<file path="src/rtl/countdown_timer_ssd.sv">
`default_nettype none
// ============================================================================
// Module      : countdown_timer_ssd
// Description : mm:ss BCD countdown timer with start/pause, clear, preset
//               load, timed alarm hold and a 4-digit multiplexed 7-seg output.
// Revision    : 1.0 - initial release
// ============================================================================
module countdown_timer_ssd #(
  parameter int unsigned ALARM_SECS = 5
) (
  input  logic        clk,
  input  logic        reset,
  input  logic        sec_in,
  input  logic [1:0]  scan,
  input  logic        start,
  input  logic        clear,
  input  logic        load,
  input  logic [15:0] preset,
  output logic [7:0]  ssd,
  output logic [3:0]  ssd_ctl,
  output logic        done,
  output logic        running
);

  localparam logic [1:0] ST_IDLE  = 2'd0;
  localparam logic [1:0] ST_RUN   = 2'd1;
  localparam logic [1:0] ST_PAUSE = 2'd2;
  localparam logic [1:0] ST_DONE  = 2'd3;

  localparam logic [3:0] ALARM_LIM = 4'(ALARM_SECS);

  logic        sec_q;
  logic        tick;
  logic [1:0]  state_q, state_d;
  logic [15:0] count_q, count_d;
  logic [15:0] last_q, last_d;
  logic [3:0]  alarm_q, alarm_d;
  logic [7:0]  ssd_q, ssd_d;
  logic [3:0]  ssd_ctl_q, ssd_ctl_d;
  logic [15:0] count_dec;
  logic [3:0]  digit;

  function automatic logic [15:0] sanitize(input logic [15:0] p);
    logic [15:0] s;
    s[15:12] = (p[15:12] > 4'd9) ? 4'd9 : p[15:12];
    s[11:8]  = (p[11:8]  > 4'd9) ? 4'd9 : p[11:8];
    s[7:4]   = (p[7:4]   > 4'd5) ? 4'd5 : p[7:4];
    s[3:0]   = (p[3:0]   > 4'd9) ? 4'd9 : p[3:0];
    return s;
  endfunction

  // One-second BCD decrement; each digit borrows only when all lower digits are zero.
  function automatic logic [15:0] dec_bcd(input logic [15:0] c);
    logic [15:0] r;
    r = c;
    if (c[3:0] != 4'd0) begin
      r[3:0] = c[3:0] - 4'd1;
    end else begin
      r[3:0] = 4'd9;
      if (c[7:4] != 4'd0) begin
        r[7:4] = c[7:4] - 4'd1;
      end else begin
        r[7:4] = 4'd5;
        if (c[11:8] != 4'd0) begin
          r[11:8] = c[11:8] - 4'd1;
        end else begin
          r[11:8]  = 4'd9;
          r[15:12] = c[15:12] - 4'd1;
        end
      end
    end
    return r;
  endfunction

  function automatic logic [6:0] seg7(input logic [3:0] d);
    logic [6:0] s;
    case (d)
      4'd0:    s = 7'b0000001;
      4'd1:    s = 7'b1001111;
      4'd2:    s = 7'b0010010;
      4'd3:    s = 7'b0000110;
      4'd4:    s = 7'b1001100;
      4'd5:    s = 7'b0100100;
      4'd6:    s = 7'b0100000;
      4'd7:    s = 7'b0001111;
      4'd8:    s = 7'b0000000;
      4'd9:    s = 7'b0000100;
      default: s = 7'b1111111;
    endcase
    return s;
  endfunction

  assign tick      = sec_in ^ sec_q;
  assign count_dec = dec_bcd(count_q);

  always_comb begin
    state_d = state_q;
    count_d = count_q;
    last_d  = last_q;
    alarm_d = alarm_q;
    case (state_q)
      ST_IDLE: begin
        if (clear) begin
          count_d = last_q;
        end else if (start) begin
          if (count_q != 16'h0000) state_d = ST_RUN;
        end else if (load) begin
          count_d = sanitize(preset);
          last_d  = sanitize(preset);
        end
      end
      ST_RUN: begin
        if (clear) begin
          state_d = ST_IDLE;
          count_d = last_q;
        end else if (start) begin
          state_d = ST_PAUSE;
        end else if (tick && count_q != 16'h0000) begin
          count_d = count_dec;
          if (count_dec == 16'h0000) begin
            state_d = ST_DONE;
            alarm_d = 4'd0;
          end
        end
      end
      ST_PAUSE: begin
        if (clear) begin
          state_d = ST_IDLE;
          count_d = last_q;
        end else if (start) begin
          state_d = ST_RUN;
        end
      end
      default: begin
        if (clear || start) begin
          state_d = ST_IDLE;
          count_d = last_q;
        end else if (tick) begin
          if (alarm_q + 4'd1 == ALARM_LIM) begin
            state_d = ST_IDLE;
            count_d = last_q;
          end else begin
            alarm_d = alarm_q + 4'd1;
          end
        end
      end
    endcase
  end

  always_comb begin
    digit     = count_q[3:0];
    ssd_ctl_d = 4'b1110;
    case (scan)
      2'b00: begin digit = count_q[3:0];   ssd_ctl_d = 4'b1110; end
      2'b01: begin digit = count_q[7:4];   ssd_ctl_d = 4'b1101; end
      2'b10: begin digit = count_q[11:8];  ssd_ctl_d = 4'b1011; end
      default: begin digit = count_q[15:12]; ssd_ctl_d = 4'b0111; end
    endcase
    // dp on the minutes-ones digit acts as the colon
    ssd_d = {seg7(digit), (scan == 2'b10) ? 1'b0 : 1'b1};
    if (state_q == ST_DONE && !sec_in) ssd_d = 8'hFF;
  end

  always_ff @(posedge clk) begin
    sec_q <= sec_in;
    if (reset) begin
      state_q   <= ST_IDLE;
      count_q   <= 16'h0000;
      last_q    <= 16'h0000;
      alarm_q   <= 4'd0;
      ssd_q     <= 8'hFF;
      ssd_ctl_q <= 4'hF;
    end else begin
      state_q   <= state_d;
      count_q   <= count_d;
      last_q    <= last_d;
      alarm_q   <= alarm_d;
      ssd_q     <= ssd_d;
      ssd_ctl_q <= ssd_ctl_d;
    end
  end

  assign ssd     = ssd_q;
  assign ssd_ctl = ssd_ctl_q;
  assign done    = (state_q == ST_DONE);
  assign running = (state_q == ST_RUN);

endmodule
`default_nettype wire

</file>
<file path="config.mk">
export PLATFORM = sky130hd
export DESIGN_NAME = countdown_timer_ssd
export DESIGN_NICKNAME = d
export VERILOG_FILES = /design/src/rtl/countdown_timer_ssd.sv
export SDC_FILE = /design/constraint.sdc
export NUM_CORES = 1
export LEC_CHECK = 0
export BUFFER_PORTS_ARGS = -buffer_cell sky130_fd_sc_hd__buf_2
export CAP_MARGIN = 25
export CORE_MARGIN = 2
export CORE_UTILIZATION = 45
export CTS_BUF_LIST = sky130_fd_sc_hd__clkbuf_4
export DETAILED_ROUTE_END_ITERATION = 10
export SETUP_SLACK_MARGIN = 0.3
export SLEW_MARGIN = 5
export SYNTH_ARGS = -nofsm -noshare
export SYNTH_HDL_FRONTEND = slang
export SYNTH_SLANG_ARGS = --single-unit
</file>
<file path="constraint.sdc">
create_clock -name clk -period 4.84 [get_ports clk]
set_input_delay 0.484 -clock clk [delete_from_list [all_inputs] [get_ports clk]]
set_output_delay 0.484 -clock clk [all_outputs]
set_load 0.03 [all_outputs]
</file>
==> impl_metrics.ini <==
[status]
status = finished with violations
violations = design-rule violations

[critical_path]
rrSetupSlack_ns = 2.11
cpPeakStageDelay_ns = 0.97
cp_max_fo = 31
path_cells = or3b_2 -> a21oi_1 -> nor2_1 -> a311oi_1
worstPathRequired_ns = 5.12
rr_worst_depth = 4
critical_path.slowest_cell = dfxtp_1
cp-start-kind = flop
critPathArrivalTime_ns = 3.01
crit_type = reg -> reg
endpoint_kind = flop

[clocking]
cts.sinks = 51
cts_buffers = 5
postCtsResizedCells = 0
clockBufferDepth = 2
htree_levels = 2
clockRootBuffer = clkbuf_4
cts_hold_buf = 0
clk_latency_ns = 0.37
clkTransAtPathRegs_ns = 0.16
cts_tree = done
cts_setup_buffers = 0

[global_routing]
track_usage_pct = 21.5
grt_antenna_before_repair = 0
use_met2_pct = 35.4
grt_most_used_layer = met2
grt_max_degree = 46
grt_pass1_vias = 2712
use_met1_pct = 28.8
grt_use_met3_pct = 3.66
gr-total-overflow = 0
grt_pass1_wl_um = 13000

[sta]
period_share_pct = 56.3
setup_viol = 0
fmax_ghz = 0.367
finalSetupTns_ns = 0
fin_ws_ns = 2.11
fin_skew_ns = 0.00855
hold_ws_ns = 0.266
timing.final.max_slew_violations = 0
worst_pin_slew_ns = 0.940
min_period_ns = 2.73
rsz0062_at_grt = false
slew_headroom_pct = 37.3
final_hold_viol_count = 0

[die]
io_pins = 38
dieArea_mm2 = 0.00738
die_y_um = 85.9
start_util_pct = 47.0
rows = 29
die_x_um = 85.9
core_region_area_mm2 = 0.00642

[synth]
muxShareOfSynthArea_pct = 3.69
synth_compound_area_share_pct = 26.5
synth_top_family_by_area = compound AO/OA/AOI/OAI gates
ys_types = 56
ys_ff_latch = 51
syn_area_mm2 = 0.00302
synth_flop_cell = dfxtp_1
synth_edf_count = 0
synth_xor_area_share_pct = 1.74
yosys_warnings = 0
synthSimpleGateAreaFrac_pct = 24.8
ys_seq_area_share_pct = 33.8
syn-num-nets = 408
synthCells = 374
avgSynthCellArea_um2 = 8.07
async_reset_ff_share_pct = 0
synth_adder_area_share_pct = 4.15

[final_layout]
final_cells = 467
syn_to_final_growth_pct = 7.67
drive_above_1_share_pct = 15.4
antenna-diode-count = 0
nets = 423

[detailed_routing]
antenna_left = 0
routed-via-count = 2847
drt-total-wl_um = 7660
drc = 3
first_pass_iters = 8
drt_iter0_drc = 141
routed_via_density = 6.10
wl_per_cell_um = 16.4

[place]
place_congestion = 0.905
io_buffers = 37
dpl_worst_slack_ns = 2.13
placed_cells = 459
dp_hpwl_um = 5450

[power]
cellLeakagePower_uw = 0.00117
total_power_uw = 923
p_per_area_mw_per_mm2 = 284
max-vdd-ir-drop_v = 0.000133

[worst_hold_path]
hold_class = in -> reg
hold_depth = 1

[job]
max_cap_violations = 0
==> synth_stat cells, types with 4 or more instances <==
library cell | count | area [µm²]
dfxtp_1 | 51 | 1020
a21oi_1 | 38 | 190
nand2_1 | 30 | 113
nor2_1 | 30 | 113
o21ai_0 | 26 | 130
clkbuf_1 | 25 | 93.8
nor3_1 | 13 | 65.1
inv_1 | 11 | 41.3
ha_1 | 10 | 125
a211oi_1 | 8 | 60.1
a311oi_1 | 7 | 61.3
o21a_1 | 7 | 52.6
nand2b_1 | 6 | 37.5
nand3_1 | 6 | 30.0
nand3b_1 | 6 | 45.0
nor4_1 | 6 | 37.5
nor2b_1 | 5 | 31.3
or3_1 | 5 | 31.3
xnor2_1 | 5 | 43.8
a211o_1 | 4 | 35.0
a31oi_1 | 4 | 25.0
mux4_2 | 4 | 90.1
nand4_1 | 4 | 25.0
or2_2 | 4 | 25.0
==> worst max-delay path, delay by kind of cell, from the launching register on <==
family	cells	cell delay (ns)
compound gates	2	0.71
flops	1	0.97
simple gates	2	0.96
==> power breakdown <==
| part | leakage [µW] | internal (µW) | total, µW | switching [µW] |
|---|---|---|---|---|
| combinational | 0.000717 | 87.7 | 231 | 143 |
| sequential | 0.000419 | 447 | 478 | 31.7 |
| clock | 0.0000366 | 62.9 | 214 | 152 |
==> area by class of cell <==
cell class | count | area (µm²)
Sequential cell | 51 | 1020
Clock inverter | 3 | 26.3
Tap cell | 77 | 96.3
Fill cell | 626 | 3170
Multi-Input combinational cell | 282 | 1830
Timing Repair Buffer | 38 | 193
Clock buffer | 5 | 37.5
Inverter | 11 | 41.3
==> placed cells by master (no fill, tap or decap), types with 5 or more instances in the layout <==
cell type	netlist	layout
nand2b_1	6	6
clkbuf_4	0	5
dfxtp_1	51	51
a311oi_1	7	7
nor4_1	6	6
nand2_1	30	30
o21ai_0	26	26
ha_1	10	10
or3_1	5	5
nor2b_1	5	5
inv_1	11	11
xnor2_1	5	5
nor2_1	30	30
nand3_1	6	6
buf_2	0	37
a211oi_1	8	8
nand3b_1	6	6
nor3_1	13	13
a21oi_1	38	38
o21a_1	7	7
==> per-layer routing <==
metal / share of wire, % / routed length [µm] / vias to the layer above
li1: - / - / 1415
met1: 46 / 3500 / 1338
met2: 47 / 3640 / 82
met3: 5.0 / 380 / 12
met4: 1.9 / 144 / 0
met5: 0 / 0 / -
==> per-stage QoR <==
stage	cell area [µm²]	util, %
after detailed placement	3190	49.6
after global routing	3250	50.6
after global placement	3190	49.6
after CTS	3250	50.6
final	3250	50.6
after floorplan	3020	-
==> flip-flops by register name, indices dropped and copies added (netlist names) <==
signal	cells
sec_q	1
ssd_ctl	4
ssd	8
alarm_q	4
last_q	16
count_q	16
state_q	2
==> kinds of logic (layout without fill, tap and decap cells) <==
group                      Yosys count  count (layout)
DFF                                 51              51
xor gates and xnor gates             6               6
muxes                                6               6
adders and majority gates           10              10
AOI/OAI and AO/OA                  123             123
buffers and inverters               41              57
and+or+nand+nor                    137             137
==> final timing paths <==
| path | from | endpoint |
|---|---|---|
| worst max register to register | state_q[0] | count_q[13] |
| worst max-delay path | state_q[0] | count_q[13] |
| worst min-delay path | sec_in | sec_q |
| worst min register to register | last_q[11] | last_q[11] |
Note: power is estimated with default switching activity, not from simulation.
